## src/rtl/key_move_scheduler_if.sv

```systemverilog
// ---------------------------------------------------------------------------
// key_move_scheduler_if
//   Move command handshake between the key scheduler and the game core.
//   KMS_move_valid  scheduler -> core : a move command is present
//   KMS_move_dir    scheduler -> core : 0 = up, 1 = down, 2 = left, 3 = right
//   KMS_move_ready  core -> scheduler : core can accept a move
//   A move transfers on the first clock edge where valid and ready are both
//   high.
// ---------------------------------------------------------------------------
interface key_move_scheduler_if;
  logic       KMS_move_valid;
  logic       KMS_move_ready;
  logic [1:0] KMS_move_dir;

  modport master (
    output KMS_move_valid,
    output KMS_move_dir,
    input  KMS_move_ready
  );

  modport slave (
    input  KMS_move_valid,
    input  KMS_move_dir,
    output KMS_move_ready
  );
endinterface

```

## src/rtl/key_move_scheduler.sv

```systemverilog
// ---------------------------------------------------------------------------
// key_move_scheduler
//   Debounces four raw direction keys, latches one pending press per
//   direction, round-robin arbitrates among pending presses and issues one
//   move at a time over a valid/ready handshake, followed by an optional
//   forced idle gap.
//
// Parameters
//   DEBOUNCE_CYCLES  stable cycles needed to accept a key level change (>= 2)
//   CNT_W            debounce counter width, 2**CNT_W > DEBOUNCE_CYCLES
//   MIN_GAP          idle cycles forced after each accepted move (0 = none)
//   GAP_W            gap counter width
//
// Ports
//   KMS_clk          system clock
//   KMS_rst          synchronous active-high reset
//   KMS_key_*        raw asynchronous key levels, high = pressed
//   KMS_enable       high = accept and issue moves
//   mv               move handshake (master side)
//   KMS_key_state    debounced levels {right, left, down, up}
//   KMS_overrun      one-cycle pulse: press on an already pending direction
// ---------------------------------------------------------------------------
module key_move_scheduler #(
  parameter int DEBOUNCE_CYCLES = 500000,
  parameter int CNT_W           = 19,
  parameter int MIN_GAP         = 0,
  parameter int GAP_W           = 16
) (
  input  logic                 KMS_clk,
  input  logic                 KMS_rst,
  input  logic                 KMS_key_up,
  input  logic                 KMS_key_down,
  input  logic                 KMS_key_left,
  input  logic                 KMS_key_right,
  input  logic                 KMS_enable,
  key_move_scheduler_if.master mv,
  output logic [3:0]           KMS_key_state,
  output logic                 KMS_overrun
);

  localparam logic [CNT_W-1:0] DEB_LAST = CNT_W'(DEBOUNCE_CYCLES - 1);
  localparam logic [GAP_W-1:0] GAP_LAST = GAP_W'((MIN_GAP > 0) ? MIN_GAP - 1 : 0);

  typedef enum logic [1:0] {
    S_IDLE  = 2'd0,
    S_ISSUE = 2'd1,
    S_GAP   = 2'd2
  } state_t;

  // Bit index equals the direction code.
  logic [3:0] w_key_raw;
  logic [3:0] w_deb;
  logic [3:0] w_press;
  logic [3:0] r_deb_d;

  assign w_key_raw = {KMS_key_right, KMS_key_left, KMS_key_down, KMS_key_up};

  // -------------------------------------------------------------------------
  // Per-key synchronizer and debounce
  // -------------------------------------------------------------------------
  genvar gi;
  generate
    for (gi = 0; gi < 4; gi++) begin : g_key
      logic             r_sync1;
      logic             r_sync2;
      logic             r_deb;
      logic [CNT_W-1:0] r_cnt;

      always_ff @(posedge KMS_clk) begin
        if (KMS_rst) begin
          r_sync1 <= 1'b0;
          r_sync2 <= 1'b0;
          r_deb   <= 1'b0;
          r_cnt   <= '0;
        end else begin
          r_sync1 <= w_key_raw[gi];
          r_sync2 <= r_sync1;
          // Any return to the accepted level restarts the stability count,
          // so a glitch shorter than DEBOUNCE_CYCLES never reaches r_deb.
          if (r_sync2 == r_deb) begin
            r_cnt <= '0;
          end else if (r_cnt == DEB_LAST) begin
            r_deb <= r_sync2;
            r_cnt <= '0;
          end else begin
            r_cnt <= r_cnt + CNT_W'(1);
          end
        end
      end

      assign w_deb[gi] = r_deb;
    end
  endgenerate

  always_ff @(posedge KMS_clk) begin
    if (KMS_rst) begin
      r_deb_d <= '0;
    end else begin
      r_deb_d <= w_deb;
    end
  end

  assign w_press = w_deb & ~r_deb_d;

  // -------------------------------------------------------------------------
  // Pending presses, round-robin search, move FSM
  // -------------------------------------------------------------------------
  state_t           r_state, w_state_next;
  logic [3:0]       r_pending, w_pending_next;
  logic [1:0]       r_ptr, w_ptr_next;
  logic             r_valid, w_valid_next;
  logic [1:0]       r_dir, w_dir_next;
  logic [GAP_W-1:0] r_gap, w_gap_next;
  logic             r_overrun;
  logic [3:0]       w_clear;
  logic             w_found;
  logic [1:0]       w_grant_idx;

  // First pending bit at or after the pointer, wrapping up->down->left->right.
  always_comb begin
    logic [1:0] v_idx;
    v_idx       = r_ptr;
    w_found     = 1'b0;
    w_grant_idx = r_ptr;
    for (int k = 0; k < 4; k++) begin
      v_idx = r_ptr + 2'(k);
      if (!w_found && r_pending[v_idx]) begin
        w_found     = 1'b1;
        w_grant_idx = v_idx;
      end
    end
  end

  always_comb begin
    w_state_next = r_state;
    w_valid_next = r_valid;
    w_dir_next   = r_dir;
    w_ptr_next   = r_ptr;
    w_gap_next   = r_gap;
    w_clear      = 4'b0000;

    case (r_state)
      S_IDLE: begin
        if (KMS_enable && w_found) begin
          w_valid_next = 1'b1;
          w_dir_next   = w_grant_idx;
          w_ptr_next   = w_grant_idx + 2'd1;
          w_clear      = 4'b0001 << w_grant_idx;
          w_state_next = S_ISSUE;
        end
      end
      // Enable is deliberately ignored here: an offered move is never withdrawn.
      S_ISSUE: begin
        if (r_valid && mv.KMS_move_ready) begin
          w_valid_next = 1'b0;
          w_gap_next   = '0;
          w_state_next = (MIN_GAP > 0) ? S_GAP : S_IDLE;
        end
      end
      S_GAP: begin
        if (r_gap == GAP_LAST) begin
          w_gap_next   = '0;
          w_state_next = S_IDLE;
        end else begin
          w_gap_next = r_gap + GAP_W'(1);
        end
      end
      default: begin
        w_state_next = S_IDLE;
        w_valid_next = 1'b0;
      end
    endcase

    // A press landing on the grant cycle re-arms the bit (set wins).
    if (KMS_enable) begin
      w_pending_next = (r_pending & ~w_clear) | w_press;
    end else begin
      w_pending_next = 4'b0000;
    end
  end

  always_ff @(posedge KMS_clk) begin
    if (KMS_rst) begin
      r_state   <= S_IDLE;
      r_pending <= '0;
      r_ptr     <= 2'd0;
      r_valid   <= 1'b0;
      r_dir     <= 2'd0;
      r_gap     <= '0;
      r_overrun <= 1'b0;
    end else begin
      r_state   <= w_state_next;
      r_pending <= w_pending_next;
      r_ptr     <= w_ptr_next;
      r_valid   <= w_valid_next;
      r_dir     <= w_dir_next;
      r_gap     <= w_gap_next;
      r_overrun <= |(w_press & r_pending);
    end
  end

  assign mv.KMS_move_valid = r_valid;
  assign mv.KMS_move_dir   = r_dir;
  assign KMS_key_state     = w_deb;
  assign KMS_overrun       = r_overrun;

endmodule

```

## src/flat_wrapper.sv

```systemverilog
// flat-port wrapper written by rule: the top's interface ports become plain ports
module key_move_scheduler_flat 
#(
  parameter int DEBOUNCE_CYCLES = 500000,
  parameter int CNT_W           = 19,
  parameter int MIN_GAP         = 0,
  parameter int GAP_W           = 16
)
  (KMS_clk, KMS_rst, KMS_key_up, KMS_key_down, KMS_key_left, KMS_key_right, KMS_enable, KMS_key_state, KMS_overrun, mv_KMS_move_valid, mv_KMS_move_dir, mv_KMS_move_ready);
  key_move_scheduler_if mv_i ();
  input  logic KMS_clk;
  input  logic KMS_rst;
  input  logic KMS_key_up;
  input  logic KMS_key_down;
  input  logic KMS_key_left;
  input  logic KMS_key_right;
  input  logic KMS_enable;
  output logic [3:0] KMS_key_state;
  output logic KMS_overrun;
  output wire logic [$bits(mv_i.KMS_move_valid)-1:0] mv_KMS_move_valid;
  output wire logic [$bits(mv_i.KMS_move_dir)-1:0] mv_KMS_move_dir;
  input wire logic [$bits(mv_i.KMS_move_ready)-1:0] mv_KMS_move_ready;
  assign mv_KMS_move_valid = mv_i.KMS_move_valid;
  assign mv_KMS_move_dir = mv_i.KMS_move_dir;
  assign mv_i.KMS_move_ready = mv_KMS_move_ready;
  key_move_scheduler #(.DEBOUNCE_CYCLES(DEBOUNCE_CYCLES), .CNT_W(CNT_W), .MIN_GAP(MIN_GAP), .GAP_W(GAP_W)) u_core (.KMS_clk(KMS_clk), .KMS_rst(KMS_rst), .KMS_key_up(KMS_key_up), .KMS_key_down(KMS_key_down), .KMS_key_left(KMS_key_left), .KMS_key_right(KMS_key_right), .KMS_enable(KMS_enable), .mv(mv_i), .KMS_key_state(KMS_key_state), .KMS_overrun(KMS_overrun));
endmodule
```

## config.mk

```make
export PLATFORM = sky130hd
export DESIGN_NAME = key_move_scheduler_flat
export DESIGN_NICKNAME = d
export VERILOG_FILES = /design/src/rtl/key_move_scheduler_if.sv /design/src/rtl/key_move_scheduler.sv /design/src/flat_wrapper.sv
export SDC_FILE = /design/constraint.sdc
export NUM_CORES = 1
export LEC_CHECK = 0
export ABC_CLOCK_PERIOD_IN_PS = 1900
export CELL_PAD_IN_SITES_DETAIL_PLACEMENT = 0
export CELL_PAD_IN_SITES_GLOBAL_PLACEMENT = 2
export CORE_ASPECT_RATIO = 1.5
export CORE_MARGIN = 5
export CORE_UTILIZATION = 34
export DETAILED_ROUTE_END_ITERATION = 16
export PLACE_DENSITY_LB_ADDON = 0.1
export SLEW_MARGIN = 20
export SYNTH_ARGS = -nofsm -noshare
export SYNTH_HDL_FRONTEND = slang
export SYNTH_SLANG_ARGS = --single-unit
```

## constraint.sdc

```tcl
create_clock -name KMS_clk -period 1.9 [get_ports KMS_clk]
set_clock_uncertainty 0.05 [all_clocks]
set_input_delay 0.38 -clock KMS_clk [delete_from_list [all_inputs] [get_ports KMS_clk]]
set_output_delay 0.38 -clock KMS_clk [all_outputs]
set_load 0.01 [all_outputs]
```

### Word-level counts from Yosys, hierarchy flattened

Index checks and enable logic that the tools add are counted.

| word-level totals | value |
|---|---|
| output and inout port bits | 8 |
| logic and storage cells | 115 |
| input port bits | 8 |
| register bits after elaboration | 120 |

| operators by class | value |
|---|---|
| add/subtract/negate cells | 9 |
| equality and inequality tests | 13 |
| shift operators | 1 |
| bitwise logic cells | 12 |
| mux-type cells | 27 |
| magnitude comparators | 4 |
| reductions and logical operators | 25 |

Operators with widths:

| kind | count |
|---|---|
| $add 19x1->19 const B | 4 |
| $eq 19x19->1 const B | 4 |
| $mux 16 | 2 |
| $pmux 16 s2 | 1 |
| $add 16x1->16 const B | 1 |
| $logic_not 16->1 | 1 |
| $and 4x4->4 | 3 |
| $lt 2x3->1 const B | 4 |
| $mux 2 | 6 |
| $reduce_and 2->1 | 6 |
| $reduce_or 3->1 | 4 |
| $mux 1 | 10 |
| $bmux 1 s2 | 4 |
| $mux 4 | 2 |
| $not 4->4 | 2 |
| $ne 2x1->1 const B | 3 |
| $not 1->1 | 6 |
| $pmux 2 s3 | 1 |
| $reduce_and 3->1 | 2 |
| $logic_and 1x1->1 | 5 |
| $add 2x1->2 const B | 2 |
| $add 2x2->2 const B | 2 |
| $eq 1x1->1 | 4 |
| $or 4x4->4 | 1 |
| 9 further kinds | 11 |

### Depth between registers and ports, before layout

| depth | value |
|---|---|
| depth in word-level cells | 18 |
| depth in mapped cells | 8 |
| mapped depth without buffers | 8 |

### Least setup slack after synthesis

OpenSTA, ideal clock, no wires.

| path | value |
|---|---|
| path type | register to register |
| start point | register u_core.g_key[0].r_cnt[0] |
| end point | register u_core.g_key[0].r_cnt[16] |
| clock period less this slack | 1.764 ns |
| path slack | 0.136 ns |
| data required time | 1.780 ns |
| buffers on the path | 0 |
| arrival | 1.644 ns |
| setup time | 0.070 ns |
| stages on the path, launching flop included | 6 |
| cells stage by stage | dfxtp_1 > ha_1 > and4_1 > nand4_1 > or4b_1 > a21oi_1 |

| between the ends | value |
|---|---|
| cells in the longest elaborated chain, start to end | 2 |
| elaborated cells between the ends (all ways) | 3 |
| those cells by class | add/sub (1); eq/ne (1); reduce/logical (1) |

RTL lines:

| element | RTL line | RTL |
|---|---|---|
| from (decl) | key_move_scheduler.sv:67 | `logic [CNT_W-1:0] r_cnt;` |
| from (signal assigned) | key_move_scheduler.sv:86 | `r_cnt <= r_cnt + CNT_W'(1);` |
| parallel branches: the longest is 2 deep, another holds $add 19x1->19 | n/a |  |

Several ways; the timed one is not identified.
A chain may end at the register's enable or synchronous reset.

### Final worst setup path

| path | value |
|---|---|
| start point | register u_core.g_key[0].r_deb |
| end point | output port KMS_key_state[0] |

RTL lines:

| element | RTL line | RTL |
|---|---|---|
| from (decl) | key_move_scheduler.sv:66 | `logic r_deb;` |
| from (signal assigned) | key_move_scheduler.sv:83 | `r_deb <= r_sync2;` |
| to (decl) | flat_wrapper.sv:18 | `output logic [3:0] KMS_key_state;` |

No word-level cell between the ends.

==> metrics.log <==
INFO  metric route.layer.met1.wl = 4010 um
INFO  metric synth_area = 4550 um2
INFO  metric final_layout_size_suffix_gt1_frac = 0.113
INFO  metric slowest_delay = 0.59 ns
INFO  metric report.final.setup_viol = 0
INFO  metric die_area = 15,900 um2
INFO  metric ir_drop = 0.000419 V
INFO  metric drt_iter0_markers = 93
INFO  metric grt_setup_unrepaired = false
INFO  metric post_synth_fa_ha_maj_area_fraction = 0.0220
INFO  metric synth.area.top_cells = dfxtp_1, xor2_1, nor2_1, xnor2_1, a21oi_1
INFO  metric placement.setup.worst_slack = 0.129 ns
INFO  metric maxClockFrequency = 550 MHz
INFO  metric timing.final.max_slew_violations = 0
INFO  metric synth_top_cell_by_area = dfxtp_1
INFO  metric width_of_the_die = 104 um
INFO  metric pwr-share-comb = 0.018
INFO  metric routed-wl-met3 = 211 um
INFO  metric min_period = 1.82 ns
INFO  metric p_seq_frac = 0.528
INFO  metric cp_num_buf_inv = 1
INFO  metric count_of_different_cell_masters_after_synthesis = 47
INFO  metric drv.max_cap_violation_count = 0
INFO  metric worstPathArrival = 1.39 ns
INFO  metric die_y = 152 um
INFO  metric combinational_family_with_the_most_area_after_synthesis = simple AND/OR/NAND/NOR gates
INFO  metric synth_fp_nets = 525
INFO  metric drtAntennaViolNets = 0
INFO  metric num_io_pins = 16
INFO  metric synth_top_flop_cell = dfxtp_1
INFO  metric worst_pin_slew = 0.491 ns
INFO  metric routabilityCongestion = 0.739
INFO  metric grt_antenna_before_repair = 0
INFO  metric max_slew_margin = 0.668
INFO  metric cts_num_sinks = 102
INFO  metric power_per_cell_area = 754 nW/um2
INFO  metric std_cell_rows = 51
INFO  metric swShare = 0.196
INFO  metric tns = 0 ns
INFO  metric cts_max_path_bufs = 2
INFO  metric worst_slack = 0.0813 ns
INFO  metric detailed_route_via_count = 3,643
INFO  metric clock_latency = 0.33 ns
INFO  metric hpwlAfterDp = 7000 um
INFO  metric path_class = reg2out
INFO  metric cts_tree = done
INFO  metric grt_max_degree = 18
INFO  metric core_area = 13,100 um2
INFO  metric p_leak = 1.73 nW
INFO  metric critical_path.startpoint_type = flop
INFO  metric synth.avg_cell_area = 8.95 um2
INFO  metric drt_first_pass_iters = 4
INFO  metric route.detailed.vias_per_inst = 5.09
INFO  metric port_buffers = 15
INFO  metric diodes = 0
INFO  metric worst_hold_path_type = reg2reg
INFO  metric critPathSlowestCell = clkdlybuf4s50_1
INFO  metric compound_gate_portion_of_the_synthesized_area = 0.0921
INFO  metric met2_wirelength = 5120 um
INFO  metric ys_seq_area_frac = 0.448
INFO  metric clock_power_share = 0.454
INFO  metric yosysMostFrequentCell = dfxtp_1
INFO  metric wire_length_of_the_first_global_routing_pass = 16,600 um
INFO  metric detail_route.drc_violations = 0
INFO  metric route.final.wire_length = 9470 um
INFO  metric synth-simple-area-share = 0.300
INFO  metric report.final.hold_viol_count = 0
INFO  metric timing.critical_path.to_type = primary output
INFO  metric post_drt_wl_per_cell = 13.2 um
INFO  metric xor_and_xnor_area_share_after_synthesis = 0.104
INFO  metric worstPathCellList = clkdlybuf4s50_1
INFO  metric initial_utilization = 0.348
INFO  metric cts-root-buf = clkbuf_16
INFO  metric timing.critical_path.max_delay_family = buffers and inverters
INFO  metric grt_util_all_layers = 0.125
INFO  metric fin_nets = 569
INFO  metric critical_path_peak_fanout = 6
INFO  metric outcome = complete, no violations
INFO  metric synth_top_area_share = 0.448
INFO  metric power.net_switching = 0.000799 W
INFO  metric synthTopCellsByCount = dfxtp_1, nor2_1, xor2_1
INFO  metric synth.mux.area_fraction = 0
INFO  metric gr-total-overflow = 0
INFO  metric internal-power = 0.00327 W
INFO  metric timing.final.crit_share = 0.957
INFO  metric cts_buffers = 9
INFO  metric htreeDepth = 3
INFO  metric cp_data_required_time = 1.47 ns
INFO  metric areaGrowthSynthToFinish = 18.7%
INFO  metric yosys_warnings = 0
INFO  metric instance_count_of_the_mapped_netlist = 509
INFO  metric flip_flop_and_latch_count_after_synthesis = 102
INFO  metric cts.hold.buffers_added = 0
INFO  metric number_of_global_route_vias_before_repair = 3,627
INFO  metric cts.clk_slew.worst_paths = 0.06 ns
INFO  metric synth-async-reset-ratio = 0
INFO  metric highest_routed_layer = met4
INFO  metric edff_count_synth = 0
-- kinds of logic (layout without fill, tap and decap cells) --
kind of cell / count (synthesis) / after routing
flip-flops: 102 / 102
buffers and inverters: 33 / 81
XOR/XNOR: 54 / 54
AO/OA/AOI/OAI: 70 / 70
AND/OR/NAND/NOR: 242 / 242
adder cells (fa/ha/maj): 8 / 8
-- power by group through the flow --
stage / Clock [W] / Combinational (W) / Sequential, W
global route: 0.00202 / 0.0000807 / 0.00215
CTS: 0.00192 / 0.0000747 / 0.00215
detailed placement: 0 / 0.0000746 / 0.00220
finish: 0.00185 / 0.0000728 / 0.00215
floorplan: 0 / 0.0000350 / 0.00220
global placement: 0 / 0.0000742 / 0.00220
-- layout make-up --
| type | instances | area, um2 |
|---|---|---|
| clock buffers | 12 | 256 |
| clock inverters | 3 | 43.8 |
| fillers | 1333 | 7680 |
| inverters | 19 | 71.3 |
| multi-input cells | 374 | 2360 |
| flip-flops and latches | 102 | 2040 |
| well taps | 159 | 199 |
| repair buffers | 47 | 428 |
-- final timing paths --
check / from / end / slack, ns / cells after the start
max: u_core.g_key[0].r_deb / KMS_key_state[0] / 0.08 / 1
min: u_core.g_key[0].r_sync1 / u_core.g_key[0].r_sync2 / 0.38 / 1
max reg2reg: u_core.g_key[3].r_cnt[0] / u_core.g_key[3].r_cnt[18] / 0.13 / 5
min reg2reg: u_core.g_key[0].r_sync1 / u_core.g_key[0].r_sync2 / 0.38 / 1
-- placed cells by master, fill, tap and decap left out, types with 19 or more instances in the layout --
cell,Yosys,routed
nor2_1,62,62
a21oi_1,32,32
nand2_1,24,24
nand4_1,19,19
xor2_1,33,33
o21ai_0,20,20
dfxtp_1,102,100
inv_1,19,19
xnor2_1,21,21
buf_4,5,29
nand3_1,30,30
-- routing by layer --
layer,GRT usage,vias up
met5,0,-
met4,0.0428,0
met3,0.0250,11
met2,0.238,34
met1,0.136,1724
li1,-,1874
-- through the flow --
| stage | hold slack [ns] | power [W] | utilization | cell area, um2 | instances |
|---|---|---|---|---|---|
| finish | 0.385 | 0.00407 | 0.413 | 5410 | 716 |
| global route | 0.420 | 0.00425 | 0.413 | 5410 | 716 |
| CTS | 0.389 | 0.00415 | 0.413 | 5400 | 716 |
| detailed placement | 0.375 | 0.00228 | 0.390 | 5100 | 701 |
| global placement | 0.379 | 0.00228 | 0.390 | 5100 | 701 |
| floorplan | 0.364 | 0.00224 | - | 4550 | 509 |
-- sequential cells by signal, summed over array words and instances, names as in the netlist --
name                      cells
u_core.g_key.r_cnt           76
u_core.g_key.r_deb            4
u_core.g_key.r_sync1          4
u_core.g_key.r_sync2          4
u_core.r_deb_d                4
u_core.r_pending              4
u_core.mv.KMS_move_dir        2
u_core.r_ptr                  2
u_core.KMS_overrun            1
u_core.mv.KMS_move_valid      1
-- what timing repair did --
item,in CTS,in global routing
buffers inserted,0,0
gates resized for setup,0,4
endpoints found under the setup margin,0,3
No activity file was read; power rests on OpenSTA's default activity.
